## src/rtl/dmem_arb_pkg.sv

```systemverilog
// Shared types and constants for the data-memory arbiter.
package dmem_arb_pkg;

  typedef enum logic [1:0] {
    IDLE  = 2'd0,
    BURST = 2'd1,
    DONE  = 2'd2
  } state_e;

  localparam logic [3:0]  ROM_REGION  = 4'h3;
  localparam int unsigned WORD_STRIDE = 4;

endpackage

```

## src/rtl/dmem_burst_gen.sv

```systemverilog
// DMA burst address/remaining-count tracker with a registered last-beat flag.
module dmem_burst_gen
  import dmem_arb_pkg::*;
#(
  parameter int unsigned ADDR_W = 32,
  parameter int unsigned LEN_W  = 8
) (
  input  logic              clk,
  input  logic              reset,
  input  logic              load_i,
  input  logic              step_i,
  input  logic [ADDR_W-1:0] base_i,
  input  logic [LEN_W-1:0]  len_i,
  output logic [ADDR_W-1:0] addr_o,
  output logic              last_o
);

  logic [ADDR_W-1:0] addr_q, addr_d;
  logic [LEN_W-1:0]  rem_q, rem_d;
  logic              last_q, last_d;

  // Base is word-aligned on load; address wraps naturally at 2^ADDR_W.
  always_comb begin
    addr_d = addr_q;
    rem_d  = rem_q;
    last_d = last_q;
    if (load_i) begin
      addr_d = base_i & ~ADDR_W'(WORD_STRIDE - 1);
      rem_d  = len_i;
      last_d = (len_i == LEN_W'(1));
    end else if (step_i) begin
      addr_d = addr_q + ADDR_W'(WORD_STRIDE);
      rem_d  = rem_q - LEN_W'(1);
      last_d = (rem_q == LEN_W'(2));
    end
  end

  always_ff @(posedge clk) begin
    if (reset) begin
      addr_q <= '0;
      rem_q  <= '0;
      last_q <= 1'b0;
    end else begin
      addr_q <= addr_d;
      rem_q  <= rem_d;
      last_q <= last_d;
    end
  end

  assign addr_o = addr_q;
  assign last_o = last_q;

endmodule

```

## src/rtl/dmem_arbiter.sv

```systemverilog
// Single-port data RAM arbiter: pipeline MEM stage has priority, DMA bursts fill
// idle slots, and a starvation counter forces a DMA beat after a run of pipeline wins.
module dmem_arbiter
  import dmem_arb_pkg::*;
#(
  parameter int unsigned ADDR_W       = 32,
  parameter int unsigned DATA_W       = 32,
  parameter int unsigned LEN_W        = 8,
  parameter int unsigned STARVE_LIMIT = 4
) (
  input  logic              clk,
  input  logic              reset,
  input  logic              p_MemRead,
  input  logic              p_MemWrite,
  input  logic [ADDR_W-1:0] p_Address,
  input  logic [DATA_W-1:0] p_WrData,
  output logic [DATA_W-1:0] p_ReadData,
  output logic              p_Stall,
  input  logic              d_Start,
  input  logic              d_Write,
  input  logic [ADDR_W-1:0] d_Base,
  input  logic [LEN_W-1:0]  d_Len,
  input  logic [DATA_W-1:0] d_WrData,
  output logic              d_Beat,
  output logic [DATA_W-1:0] d_RdData,
  output logic              d_Busy,
  output logic              d_Done,
  output logic              m_MemRead,
  output logic              m_MemWrite,
  output logic [ADDR_W-1:0] m_Address,
  output logic [DATA_W-1:0] m_WrData,
  input  logic [DATA_W-1:0] m_ReadData
);

  localparam int unsigned CNT_W = $clog2(STARVE_LIMIT + 1);

  state_e            state_q, state_d;
  logic [CNT_W-1:0]  starve_q, starve_d;
  logic              dir_q, dir_d;
  logic              p_req;
  logic              grant_d;
  logic              load;
  logic              step;
  logic              last;
  logic [ADDR_W-1:0] dma_addr;

  assign p_req = (p_MemRead | p_MemWrite) & (p_Address[ADDR_W-1 -: 4] != ROM_REGION);

  dmem_burst_gen #(
    .ADDR_W (ADDR_W),
    .LEN_W  (LEN_W)
  ) u_burst_gen (
    .clk    (clk),
    .reset  (reset),
    .load_i (load),
    .step_i (step),
    .base_i (d_Base),
    .len_i  (d_Len),
    .addr_o (dma_addr),
    .last_o (last)
  );

  // Next-state, grant decision and zero-latency RAM mux.
  always_comb begin
    state_d    = state_q;
    starve_d   = starve_q;
    dir_d      = dir_q;
    load       = 1'b0;
    step       = 1'b0;
    grant_d    = 1'b0;
    d_Beat     = 1'b0;
    p_Stall    = 1'b0;
    d_Busy     = 1'b0;
    d_Done     = 1'b0;
    m_MemRead  = p_MemRead & p_req;
    m_MemWrite = p_MemWrite & p_req;
    m_Address  = p_Address;
    m_WrData   = p_WrData;

    unique case (state_q)
      IDLE: begin
        starve_d = '0;
        if (d_Start) begin
          if (d_Len != '0) begin
            load    = 1'b1;
            dir_d   = d_Write;
            state_d = BURST;
          end else begin
            state_d = DONE;
          end
        end
      end
      BURST: begin
        d_Busy  = 1'b1;
        grant_d = ~p_req | (starve_q == CNT_W'(STARVE_LIMIT));
        if (grant_d) begin
          step       = 1'b1;
          d_Beat     = 1'b1;
          p_Stall    = p_req;
          starve_d   = '0;
          m_MemRead  = ~dir_q;
          m_MemWrite = dir_q;
          m_Address  = dma_addr;
          m_WrData   = d_WrData;
          if (last) begin
            state_d = DONE;
          end
        end else begin
          starve_d = starve_q + CNT_W'(1);
        end
      end
      DONE: begin
        d_Done  = 1'b1;
        state_d = IDLE;
      end
      default: state_d = IDLE;
    endcase

    // Reset quiesces the RAM port in the very cycle it is asserted.
    if (reset) begin
      load       = 1'b0;
      step       = 1'b0;
      d_Beat     = 1'b0;
      p_Stall    = 1'b0;
      d_Busy     = 1'b0;
      d_Done     = 1'b0;
      m_MemRead  = 1'b0;
      m_MemWrite = 1'b0;
      m_Address  = p_Address;
      m_WrData   = p_WrData;
    end
  end

  always_ff @(posedge clk) begin
    if (reset) begin
      state_q  <= IDLE;
      starve_q <= '0;
      dir_q    <= 1'b0;
    end else begin
      state_q  <= state_d;
      starve_q <= starve_d;
      dir_q    <= dir_d;
    end
  end

  assign p_ReadData = m_ReadData;
  assign d_RdData   = m_ReadData;

endmodule

```

## config.mk

```make
export PLATFORM = sky130hd
export DESIGN_NAME = dmem_arbiter
export DESIGN_NICKNAME = d
export VERILOG_FILES = /design/src/rtl/dmem_arb_pkg.sv /design/src/rtl/dmem_burst_gen.sv /design/src/rtl/dmem_arbiter.sv
export SDC_FILE = /design/constraint.sdc
export NUM_CORES = 1
export LEC_CHECK = 0
export CAP_MARGIN = 5
export CORE_MARGIN = 3
export CORE_UTILIZATION = 33
export CTS_BUF_LIST = sky130_fd_sc_hd__clkbuf_4
export DETAILED_ROUTE_END_ITERATION = 10
export PLACE_DENSITY = 0.8
export RECOVER_POWER = 25
export SYNTH_ARGS = -nofsm -noshare
export SYNTH_HDL_FRONTEND = slang
export SYNTH_HIERARCHICAL = 1
export SYNTH_SLANG_ARGS = --single-unit
```

## constraint.sdc

```tcl
create_clock -name clk -period 2.42 [get_ports clk]
set_clock_uncertainty 0.05 [all_clocks]
set_input_delay 0.363 -clock clk [delete_from_list [all_inputs] [get_ports clk]]
set_output_delay 0.363 -clock clk [all_outputs]
set_load 0.005 [all_outputs]
```

Word level (Yosys, flattened, before mapping)

Index checks and enable logic that the tools add are counted.

Add/sub/neg operators: 3
Eq/ne operators: 9
Muxes and demuxes: 39
Bitwise logic cells: 7
Reduce and logical (&&, ||, !) cells: 7

Operators by type and width:

| operator                                                            | number |
|---|---|
| 32-bit 2-to-1 mux                                                   | 8 |
| 32-bit by 3-bit adder with 32-bit output (second input constant)    | 1 |
| 1-bit 2-to-1 mux                                                    | 22 |
| 8-bit 2-to-1 mux                                                    | 2 |
| 8-bit by 1-bit == test with 1-bit output (second input constant)    | 1 |
| 8-bit by 2-bit == test with 1-bit output (second input constant)    | 1 |
| 2-bit 2-to-1 mux                                                    | 4 |
| 8-bit nonzero test                                                  | 1 |
| 8-bit by 1-bit subtractor with 8-bit output (second input constant) | 1 |
| 3-bit case mux with 2 select lines                                  | 1 |
| 3-bit AND reduction                                                 | 2 |
| 2-bit != test (second input constant)                               | 2 |
| 4-bit by 2-bit != test with 1-bit output (second input constant)    | 1 |
| 2-bit case mux with 2 select lines                                  | 1 |
| 2-bit nonzero test                                                  | 2 |
| 3-bit by 1-bit adder with 3-bit output (second input constant)      | 1 |
| 1-bit AND                                                           | 3 |
| 3-bit == test (second input constant)                               | 1 |
| 3-bit 2-to-1 mux                                                    | 1 |
| 2-bit by 1-bit == test with 1-bit output (second input constant)    | 1 |
| 2-bit == test (second input constant)                               | 1 |
| 2-bit zero test                                                     | 1 |
| 2-bit by 1-bit != test with 1-bit output (second input constant)    | 1 |
| 1-bit NOT                                                           | 2 |
| 2 further kinds                                                     | 3 |

Flip-flop bits (word level): 47
Input bits: 174
Output and inout bits: 134
Word-level logic and storage cells: 72

Longest topological paths before layout

Gate-level depths: netlist of the first run.

Word-level depth: 9
Depth in mapped cells: 13
Mapped depth without buffers: 9

Cells and area by module

Netlist of the first run, hierarchy kept.

By module, submodules not included:

| module         | times used | cells an instance | area each (µm²) | sequential area each (µm²) |
|---|---|---|---|---|
| dmem_burst_gen | 1          | 288               | 2324.7          | 780.7 |
| dmem_arbiter   | 1          | 193               | 1941.9          | 120.1 |

Worst setup path after synthesis of the first run

Ideal clock, no wire load.

Path type: flip-flop to flip-flop
From: reg starve_q[0]
To: reg u_burst_gen.addr_q[20], in the netlist u_burst_gen/addr_o[20]
Library setup time: 91 ps
Data arrival time: 2392 ps
Data required time: 2279 ps
Slack: -113 ps
Cell stages (with the launch flop): 13
Buffers on the path: 3
Period minus slack after synthesis: 2533 ps
Cells stage by stage: dfxtp_1 > inv_1 > ha_1 > o2bb2ai_1 > o21ai_2 > buf_6 > buf_6 > inv_1 > nand4_4 > nand2b_4 > buf_6 > or4_1 > a311oi_1

Cells in the longest elaborated chain, start to end: 6

Ends and longest elaborated chain:

| what                           | line                 | RTL |
|---|---|---|
| from (decl)                    | dmem_arbiter.sv:38   | `logic [CNT_W-1:0] starve_q, starve_d;` |
| from (signal assigned)         | dmem_arbiter.sv:141  | `starve_q <= starve_d;` |
| 3-bit == test                  | dmem_arbiter.sv:95   | `grant_d = ~p_req \| (starve_q == CNT_W'(STARVE_LIMIT));` |
| 1-bit bitwise OR               | dmem_arbiter.sv:95   |  |
| 1-bit 2-to-1 mux (3 in series) | -                    |  |
| net d_Beat                     | dmem_arbiter.sv:24   | `output logic d_Beat,` |
| 2-bit nonzero test (no line)   | -                    |  |
| to (signal assigned)           | dmem_burst_gen.sv:44 | `addr_q <= addr_d;` |
| to (decl)                      | dmem_burst_gen.sv:18 | `logic [ADDR_W-1:0] addr_q, addr_d;` |

The timed path passes the listed nets, and every way through them passes these cells.
A chain may end at the register's enable or synchronous reset.

Final worst setup path of the first run

From: reg starve_q[1]
To: out m_Address[3]

Cells in the longest elaborated chain, start to end: 5

Ends and longest elaborated chain:

| what              | line                | RTL |
|---|---|---|
| 3-bit == test     | dmem_arbiter.sv:95  |  |
| 1-bit bitwise OR  | dmem_arbiter.sv:95  |  |
| 32-bit 2-to-1 mux | dmem_arbiter.sv:96  | `if (grant_d) begin` |
| 32-bit 2-to-1 mux | dmem_arbiter.sv:80  | `unique case (state_q)` |
| 32-bit 2-to-1 mux | dmem_arbiter.sv:120 | `if (reset) begin` |
| to (decl)         | dmem_arbiter.sv:30  | `output logic [ADDR_W-1:0] m_Address,` |

Every way passes these cells.

==> results of run 1 <==
-- layout make-up --
type | instances | area [µm²]
fillers | 1054 | 5077
repair buffers | 300 | 3087
multi-input cells | 323 | 2889
flip-flops and latches | 45 | 903.4
well taps | 168 | 210.2
inverters | 18 | 80.08
clock buffers | 5 | 37.54
clock inverters | 3 | 25.02
diodes | 1 | 2.502
-- path summary, 6_finish.rpt --
path,startpoint,to
worst min-delay path,reset,starve_q[1]
worst min register to register,dir_q,dir_q
worst max register to register,starve_q[1],u_burst_gen/addr_o[20]
worst max-delay path,starve_q[1],m_Address[3]
-- synthesized netlist by cell type (all sizes together), types with 6 or more instances --
cell type	instances	area [µm²]
clkbuf	16	60.06
o211ai	6	45.04
inv	18	67.56
nor3	9	45.04
mux2	64	904.6
or4	16	120.1
buf	81	624.4
nand2	28	105.1
xor2	6	52.55
nand3	14	75.07
a211oi	11	82.58
o21ai	12	63.81
a21oi	13	65.06
nand2b	9	63.81
a311oi	13	113.9
and4	7	61.31
nor2	32	120.1
o31ai	8	60.06
xnor2	9	78.83
nand4	11	83.83
dfxtp	45	900.9
-- repair_timing --
action,CTS,global route
endpoints found under the hold margin,0,0
cloned,3,0
buffers inserted,30,8
resized for setup,368,66
endpoints found under the setup margin,74,87
pin swaps,15,8
-- through the flow --
| stage | utilization, % | cell area [µm²] | worst slack, ns | hold slack (ns) |
|---|---|---|---|---|
| global route | 58.76 | 7234 | -0.1892 | 0.2798 |
| CTS | 57.10 | 7030 | -0.1877 | 0.2657 |
| finish | 58.76 | 7234 | -0.1102 | 0.2992 |
| global placement | 52.32 | 6441 | -0.4728 | 0.4236 |
| detailed placement | 52.32 | 6441 | -0.5625 | 0.4525 |
| floorplan | - | 4283 | 0.002460 | 0.4114 |
-- power by group through the flow --
stage	Sequential [mW]	Combinational (mW)	Clock [mW]
6_report	0.852	0.903	0.398
5_1_grt	0.859	0.959	0.440
4_1_cts	0.848	0.863	0.413
3_5_place_dp	0.863	0.798	0
3_3_place_gp	0.860	0.782	0
2_1_floorplan	0.844	0.387	0
-- registers in the layout (all words and copies together), names as in the netlist --
name / count
u_burst_gen/addr_o: 30
u_burst_gen/rem_q: 8
starve_q: 3
state_q: 2
dir_q: 1
u_burst_gen/last_o: 1
-- kinds of logic (layout without fill, tap and decap cells) --
| group | count (synthesis) | after routing | share of synthesized area [%] |
|---|---|---|---|
| simple gates | 150 | 151 | 20.41 |
| buf+inv | 115 | 326 | 17.62 |
| compound gates | 84 | 84 | 14.55 |
| mux | 66 | 66 | 21.67 |
| flops | 45 | 45 | 21.11 |
| xor+xnor | 15 | 15 | 3.079 |
| fa+ha+maj | 5 | 5 | 1.466 |
| other cells | 1 | 3 | 0.08789 |
-- metal layers --
layer	global-route usage, %	wire (µm)	vias up
met1	23.48	6247	2136
li1	-	-	2140
met5	0	0	-
met2	41.38	8823	247
met4	7.874	618	0
met3	4.665	1382	56
-- worst reg2reg max path, stage by stage (launching register included) --
cell	delay (ns)
dfxtp_2	0.35
inv_2	0.07
ha_4	0.14
o2bb2ai_4	0.12
o21ai_4	0.07
buf_12	0.15
buf_16	0.15
buf_12	0.13
clkinv_8	0.05
nand4_4	0.13
nand2b_4	0.22
or4_1	0.50
a311oi_1	0.25
==> summary.txt, run 1 <==
STA
  • Unrepaired setup endpoints after global routing: true
  • Tightest Pin Transition: 0.5294 ns
  • Peak Freq: about 400 MHz
  • Slew HR: about two thirds
  • Setup total negative slack: -1.837 ns
  • Min Tclk post-route: approximately 2.5 ns
  • Setup violators final: 38
  • Period utilization: 104.6%
  • Final Hold Violating Endpoints: 0
  • Pins Over Slew Limit: 0
  • Final WS setup: -0.1102 ns

Status
  • Status: complete, but fails checks
  • Violated checks: negative setup slack

Drt
  • Antenna-violating nets left: 0
  • DRT iter0 DRCs: ~260
  • Via density: ~5.3
  • Drt pass-1 iters: 5
  • Via count: between 4000 and 5000
  • DR DRC count: 0
  • DRT Wirelength: around 17000 µm
  • Drt wl/cell: slightly below 20 µm

Die
  • Starting Density: approximately 35%
  • CORE AREA: between 10000 and 15000 µm²
  • Die Footprint: roughly 14000 µm²
  • Die width: 119.7 µm
  • # IOs: roughly 310
  • Die Y-Extent: between 100 and 150 µm
  • Site Rows: 40

CTS
  • Clock insertion delay at the later pin of the skew report: ~0.37 ns
  • Htree depth: 2
  • Hold_buf cts: 0
  • Clock root buffer: clkbuf_4
  • Bufs on Longest Clock Path: 2
  • Clock sink total: 45
  • TritonCTS clock tree: built
  • Reg clk slew, reported paths: about 0.13 ns
  • CTS Buf Count: 5

Layout
  • Leading cell types in the layout, fill and taps excluded: clkdlybuf4s50_1, buf_6, mux2_4, buf_4, dfxtp_1
  • Layout cell share with drive strength beyond 1: between 30 and 40%
  • Area growth syn-to-layout: 69.56%
  • Commonest non-fill, non-tap cell in the layout: clkdlybuf4s50_1
  • Post-route insts no fill: between 800 and 900
  • Fin nets: between 800 and 900

Power and ir drop
  • Leak: about 3.1 nW
  • Switching pwr: ~650 µW
  • Sequential power share: 39.6%
  • Switch share: 30.03%
  • PD cells: around 300 nW/µm²
  • Combinational power share: a little over two fifths
  • Max VDD drop: 0.0002379 V
  • P_int: approximately 1.5 mW
  • Total power: between 2 and 2.5 mW
  • Clk pwr share: a little under a fifth

Setup path
  • Crit Path Class: reg2out
  • Worst path top cell family by delay: buffers and inverters
  • CP required: ~2.0 ns
  • Buffers and inverters on the worst path: 6
  • Worst reg2reg path depth: 12
  • FF-to-FF setup slack: -0.02 ns
  • CP most frequent cell: buf_6
  • Critical Path Max Stage Delay: about 0.36 ns
  • Slowest stage cell, crit path: dfxtp_2
  • Crit path DAT: approximately 2.1 ns
  • Critical path capture point type: output port
  • CP Cell Sequence: inv_2 > ha_4 > o2bb2ai_4 > o21ai_4 > buf_12 > buf_12 > buf_6 > buf_6 > mux2_4 > buf_6
  • CP max FO: 6
  • Crit start category: register
  • Crit path depth: 10

Global route
  • Gr usage total: approximately 22%
  • Number of global-route vias before repair: between 4000 and 5000
  • Initial antenna violation count: 1
  • GRT Residual Overflow: 0
  • First-pass GRT wire length: between 20000 and 30000 µm
  • Pin count of the biggest net entering global routing: 41

Run
  • Max Cap Viol: 0

Synthesis
  • Avg Cell Area, Syn: 8.870 µm²
  • Ys async rst share: 0%
  • Mapped cell area: between 4000 and 5000 µm²
  • Synthesized flop and latch total: 45
  • Post-synthesis instance total: approximately 480
  • Post-synthesis sequential area ratio: between 20% and 30%
  • Top FF cell, synth: dfxtp_1
  • Synth warn: 6
  • Post-synth cell types: 61
  • Post-synth EDFFs: 0

Placed design
  • Port buffer count: ~210
  • HPWL Detailed: between 10000 and 15000 µm
  • Routability cong.: 0.8877
  • Post-Place Cells: 825

Min path
  • Hold path cells: 3
  • Hold crit path type: in2reg
No activity file was read; power rests on OpenSTA's default activity.
==> run 2, diff against run 1 <==
--- a/config.mk
+++ b/config.mk
@@ -12,6 +12,7 @@
 export DETAILED_ROUTE_END_ITERATION = 10
 export PLACE_DENSITY = 0.8
 export RECOVER_POWER = 25
+export REMOVE_ABC_BUFFERS = 1
 export SYNTH_ARGS = -nofsm -noshare
 export SYNTH_HDL_FRONTEND = slang
 export SYNTH_HIERARCHICAL = 1
==> summary.txt, run 2 (synthesis results as in run 1) <==
Status
  • Status: complete, but fails checks
  • Violated checks: negative setup slack

STA
  • Slew HR: 65.19% (+0.48 points)
  • Period utilization: 105.3% (+0.75 points)
  • Final Hold Violating Endpoints: 0 (unchanged)
  • Min Tclk post-route: 2.548 ns (+0.01811 ns)
  • Peak Freq: 392.4 MHz (-0.71%)
  • Unrepaired setup endpoints after global routing: true
  • Setup violators final: 44 (+16%)
  • Tightest Pin Transition: 0.5222 ns (-0.007270 ns)
  • Final WS setup: -0.1283 ns (-0.01811 ns)
  • Pins Over Slew Limit: 0 (unchanged)

CTS
  • Reg clk slew, reported paths: 0.15 ns (+0.02 ns)
  • Clock root buffer: clkbuf_4
  • Bufs on Longest Clock Path: 2 (unchanged)
  • Clock insertion delay at the later pin of the skew report: 0.38 ns (about the same)
  • Hold_buf cts: 0 (unchanged)
  • CTS Buf Count: 5 (unchanged)
  • TritonCTS clock tree: built
  • Htree depth: 2 (unchanged)
  • Clock sink total: 45 (unchanged)

Drt
  • Drt wl/cell: 21.19 µm (+7.1%)
  • Antenna-violating nets left: 0 (unchanged)
  • DRT iter0 DRCs: 219 (-15%)
  • Via count: 4636 (+1.2%)
  • Drt pass-1 iters: 4 (-1)
  • Via density: 5.329 (+0.43%)
  • DRT Wirelength: 18440 µm (+8.0%)
  • DR DRC count: 0 (unchanged)

Setup path
  • Critical path capture point type: output port
  • Worst reg2reg path depth: 11 (-1)
  • CP required: 2.01 ns (about the same)
  • Crit Path Class: reg2out
  • Crit path DAT: 2.14 ns (+0.02 ns)
  • FF-to-FF setup slack: 0.06 ns (+0.08 ns)
  • Crit path to: m_WrData[30]
  • Crit start category: register
  • CP max FO: 6 (unchanged)
  • Critical path origin: starve_q[1]
  • Reg-to-reg startpoint: starve_q[1]
  • R2r endpoint: u_burst_gen/rem_q[3]

Global route
  • Pin count of the biggest net entering global routing: 45 (+9.8%)
  • First-pass GRT wire length: 26680 µm (+6.2%)
  • Number of global-route vias before repair: 4782 (+3.4%)
  • Initial antenna violation count: 6 (+5)
  • Gr usage total: 23.73% (+2.0 points)
  • GRT Residual Overflow: 0 (unchanged)

Die
  • # IOs: 308 (unchanged)
  • Site Rows: 40 (unchanged)
  • Die Y-Extent: 119.7 µm (unchanged)
  • Starting Density: 34.65% (unchanged)
  • Die width: 119.7 µm (unchanged)
  • CORE AREA: 12310 µm² (unchanged)
  • Die Footprint: 14330 µm² (unchanged)

Layout
  • Leading cell types in the layout, fill and taps excluded: clkdlybuf4s50_1, buf_6, mux2_4, buf_4, dfxtp_1
  • Max reg flops: 30 (unchanged)
  • Layout cell share with drive strength beyond 1: 37.39% (-2.1 points)
  • Fin nets: 876 (+0.46%)
  • Final Cell Area: 7157 µm² (-1.1%)
  • Commonest non-fill, non-tap cell in the layout: clkdlybuf4s50_1
  • Filler cells: 1054 (unchanged)
  • Area growth syn-to-layout: 67.74%

Placed design
  • HPWL Detailed: 14370 µm (+15%)
  • Routability cong.: 0.8387 (-5.5%)
  • Placed Area: 6420 µm² (-0.33%)
  • Pre-CTS setup slack: -0.5088 ns (+0.05368 ns)
  • Port buffer count: 209 (unchanged)

Run
  • Max Cap Viol: 0 (unchanged)

Min path
  • Hold crit path type: reg2reg

Power and ir drop
  • Leak: 3.063 nW (-1.3%)
  • Max VDD drop: 0.0003433 V (+44%)
  • PD cells: 311.0 nW/µm² (+4.5%)
[run 2: final cells by class]
class / instances / area [µm²] / share of cell area [%]
clock inverter: 3 / 43.79 / 0.6119
antenna: 4 / 10.01 / 0.1399
timing repair buffer: 304 / 3078 / 43.01
sequential: 45 / 903.4 / 12.62
tap: 168 / 210.2 / 2.937
clock buffer: 5 / 37.54 / 0.5245
inverter: 18 / 72.57 / 1.014
multi-input combinational: 323 / 2801 / 39.14
[run 2: worst min path at each step]
| stage | start | cells past startpoint | end |
|---|---|---|---|
| 2_1_floorplan | reset | 1 | starve_q[0] |
| 3_3_place_gp | starve_q[2] | 1 | starve_q[2] |
| 3_5_place_dp | starve_q[2] | 1 | starve_q[2] |
| 4_1_cts | dir_q | 2 | dir_q |
| 5_1_grt | d_Base[19] | 3 | u_burst_gen/addr_o[19] |
| 6_report | dir_q | 2 | dir_q |
[run 2: what timing repair did]
action	4_1_cts	5_1_grt
setup endpoints to repair	75	72
cloned	1	1
pin swaps	4	7
buffers inserted	26	8
gates resized for setup	345	50
[run 2: through the flow]
| stage | cells | power [mW] | TNS, ns | utilization (%) | hold slack [ns] |
|---|---|---|---|---|---|
| 2_1_floorplan | 385 | 1.127 | -221.81 | - | 0.3821 |
| 3_3_place_gp | 825 | 1.620 | -32.67 | 52.14 | 0.4169 |
| 3_5_place_dp | 825 | 1.643 | -36.79 | 52.14 | 0.4352 |
| 4_1_cts | 860 | 2.201 | -7.380 | 56.35 | 0.4811 |
| 5_1_grt | 870 | 2.337 | -8.673 | 58.13 | 0.4809 |
| 6_report | 870 | 2.226 | -2.427 | 58.13 | 0.4829 |
[run 2: where the power goes]
part / total, mW / internal [mW] / switching [mW]
combinational: 0.872 / 0.588 / 0.284
sequential: 0.850 / 0.788 / 0.0616
clock: 0.505 / 0.220 / 0.285
total: 2.23 / 1.60 / 0.631
[run 2: worst max-delay path, cell delays in order, from the launching register on]
cell and delay [ns]:
dfxtp_2 0.37, inv_2 0.05, ha_4 0.16, o2bb2ai_4 0.12, o21ai_4 0.15, buf_6 0.16
buf_12 0.12, buf_12 0.12, buf_8 0.11, mux2_4 0.30, buf_6 0.12
[run 2: routing by layer]
metal,vias to the layer above,share of wire [%],track usage [%],wire [µm]
met5,-,0.34,2.941,63
met4,6,2.4,6.943,443
met3,26,11,11.45,2038
met2,278,50,41.24,9148
met1,2186,37,25.33,6746
li1,2140,-,-,-
==> run 3, diff against run 2 <==
--- a/config.mk
+++ b/config.mk
@@ -6,11 +6,11 @@
 export NUM_CORES = 1
 export LEC_CHECK = 0
 export CAP_MARGIN = 5
-export CORE_MARGIN = 3
-export CORE_UTILIZATION = 33
+export CORE_AREA = 3 3 119 121
 export CTS_BUF_LIST = sky130_fd_sc_hd__clkbuf_4
 export DETAILED_ROUTE_END_ITERATION = 10
-export PLACE_DENSITY = 0.8
+export DIE_AREA = 0 0 122 124
+export PLACE_DENSITY = 0.75
 export RECOVER_POWER = 25
 export REMOVE_ABC_BUFFERS = 1
 export SYNTH_ARGS = -nofsm -noshare
==> constraint.sdc (replaced) <==
create_clock -name clk -period 3.15 [get_ports clk]
set_clock_uncertainty 0.05 [all_clocks]
set_input_delay 0.4725 -clock clk [delete_from_list [all_inputs] [get_ports clk]]
set_output_delay 0.4725 -clock clk [all_outputs]
set_load 0.005 [all_outputs]
==> summary.txt, run 3 (synthesis results as in run 1) <==
Status
  • Status: finished clean

Placed design
  • Routability cong.: 0.7923 (-5.5%)
  • HPWL Detailed: 13950 µm (-2.9%)
  • Pre-CTS setup slack: 0.002072 ns (+0.5109 ns)
  • Post-Place Cells: 799 (-3.2%)
  • Port buffer count: 209 (unchanged)

Drt
  • Antenna-violating nets left: 0 (unchanged)
  • DRT Wirelength: 17110 µm (-7.2%)
  • DR DRC count: 0 (unchanged)
  • Via count: 4265 (-8.0%)
  • Drt pass-1 iters: 4 (unchanged)
  • Drt wl/cell: 21.07 µm (-0.58%)
  • DRT iter0 DRCs: 217 (-0.91%)
  • Via density: 5.252 (-1.4%)

Setup path
  • Worst path top cell family by delay: buffers and inverters
  • Buffers and inverters on the worst path: 5 (-1)
  • Crit path DAT: 2.57 ns (+0.43 ns)
  • CP required: 2.63 ns (+0.62 ns)
  • CP Cell Sequence: clkdlybuf4s50_1 > and4bb_2 > o21ai_4 > buf_4 > buf_4 > buf_12 > mux2_4 > clkdlybuf4s50_1
  • CP max FO: 8 (+2)
  • Crit start category: input pin
  • Critical path capture point type: output port
  • Crit Path Class: in2out
  • Critical Path Max Stage Delay: 0.49 ns (+0.12 ns)
  • Slowest stage cell, crit path: clkdlybuf4s50_1

Run
  • Max Cap Viol: 0 (unchanged)

Power and ir drop
  • Leak: 2.448 nW (-20%)
  • PD cells: 239.7 nW/µm² (-23%)
  • Max VDD drop: 0.0001233 V (-64%)
  • Total power: 1.509 mW (-32%)

STA
  • Final Hold Violating Endpoints: 0 (unchanged)
  • Setup violators final: 0 (-100%)
  • Tightest Pin Transition: 0.6464 ns (+0.1243 ns)
  • Slew HR: 56.78% (-8.4 points)
  • Final WS setup: 0.06123 ns (+0.1895 ns)
  • Min Tclk post-route: about 3.1 ns
  • Peak Freq: ~320 MHz
  • Pins Over Slew Limit: 0 (unchanged)
  • Period utilization: between 90% and 100%

Global route
  • GRT Residual Overflow: 0 (unchanged)
  • Pin count of the biggest net entering global routing: 45 (unchanged)
  • Number of global-route vias before repair: 4011 (-16%)
  • Gr usage total: 20.59% (-3.1 points)
  • Initial antenna violation count: 11 (+5)
  • First-pass GRT wire length: 23320 µm (-13%)

CTS
  • Clock sink total: 45 (unchanged)
  • Clock root buffer: clkbuf_4
  • Bufs on Longest Clock Path: 2 (unchanged)
  • Hold_buf cts: 0 (unchanged)
  • CTS Buf Count: 5 (unchanged)
  • Htree depth: 2 (unchanged)
  • TritonCTS clock tree: built
  • Clock insertion delay at the later pin of the skew report: 0.36 ns (-0.02 ns)
  • Reg clk slew, reported paths: 0.13 ns (-0.02 ns)

Die
  • # IOs: 308 (unchanged)
  • Site Rows: 42 (+5.0%)
  • Die Footprint: 15130 µm² (+5.6%)
  • Starting Density: 32.35% (-2.3 points)
  • Die Y-Extent: 124 µm (+3.6%)
  • CORE AREA: 13190 µm² (+7.1%)
  • Die width: 122 µm (+1.9%)

Layout
  • Filler cells: 1236 (+17%)
  • FF+latch area: 902.1 µm² (-0.14%)
  • Max reg flops: 30 (unchanged)
  • Commonest non-fill, non-tap cell in the layout: clkdlybuf4s50_1
  • Layout cell share with drive strength beyond 1: 18.74% (-19 points)
  • Leading cell types in the layout, fill and taps excluded: clkdlybuf4s50_1, mux2_4, dfxtp_1, nor2_1, buf_4
  • Area occupied by multi-input gates: 2640 µm² (-5.8%)
  • Final core occ: 47.73% (-10 points)
  • Post-route insts no fill: 812 (-6.7%)
  • Area growth syn-to-layout: 47.57%
  • Fin nets: 815 (-7.0%)

Min path
  • Hold crit path type: reg2reg
run 3: stage by stage:
stage | instance area (µm²) | hold WS [ns] | TNS (ns)
after CTS | 6205 | 0.4573 | -0.01455
after floorplan | 3586 | 0.4021 | -153.01
after global placement | 6162 | 0.4188 | 0
final | 6296 | 0.4585 | 0
after global routing | 6294 | 0.4786 | -0.06323
after detailed placement | 6162 | 0.4244 | 0
run 3: final timing paths:
path / startpoint / to / slack (ns) / cells after the start
worst max-delay path: p_Address[30] / m_Address[11] / 0.06 / 8
worst min-delay path: starve_q[0] / starve_q[0] / 0.46 / 2
worst max register to register: state_q[0] / u_burst_gen/addr_o[16] / 0.35 / 10
worst min register to register: starve_q[0] / starve_q[0] / 0.46 / 2
run 3: metal layers:
metal / vias to the layer above / share of wire (%) / global-route usage, % / wire [µm]
met3: 33 / 19 / 17.35 / 3168
met2: 271 / 42 / 31.01 / 7189
li1: 2006 / - / - / -
met4: 20 / 0.63 / 1.891 / 108
met5: - / 0.71 / 3.125 / 122
met1: 1935 / 38 / 22.99 / 6521
run 3: power by group:
| group | switching (mW) | internal, mW |
|---|---|---|
| combinational | 0.181 | 0.401 |
| clock | 0.196 | 0.0781 |
| sequential | 0.0484 | 0.605 |
run 3: what timing repair did:
| action | in CTS | in global routing |
|---|---|---|
| buffers inserted | 0 | 5 |
| cloned | 0 | 1 |
| resized for setup | 0 | 4 |
| pin swaps | 0 | 1 |
| endpoints found under the setup margin | 4 | 61 |
run 3: worst reg2reg max path, stage by stage, from the launching register on:
cell	delay [ns]
dfxtp_1	0.53
nor3b_4	0.33
o21ai_4	0.11
buf_4	0.15
buf_4	0.15
inv_1	0.14
nand4_4	0.11
buf_4	0.18
nor4_1	0.45
a211oi_1	0.14
a2111oi_0	0.35
run 3: final cells by class:
class | count | share of cell area, %
Inverter | 18 | 1.073
Antenna cell | 1 | 0.03975
Clock inverter | 1 | 0.07949
Multi-Input combinational cell | 322 | 41.93
Sequential cell | 45 | 14.33
Timing Repair Buffer | 244 | 38.45
Tap cell | 176 | 3.498
Clock buffer | 5 | 0.5962
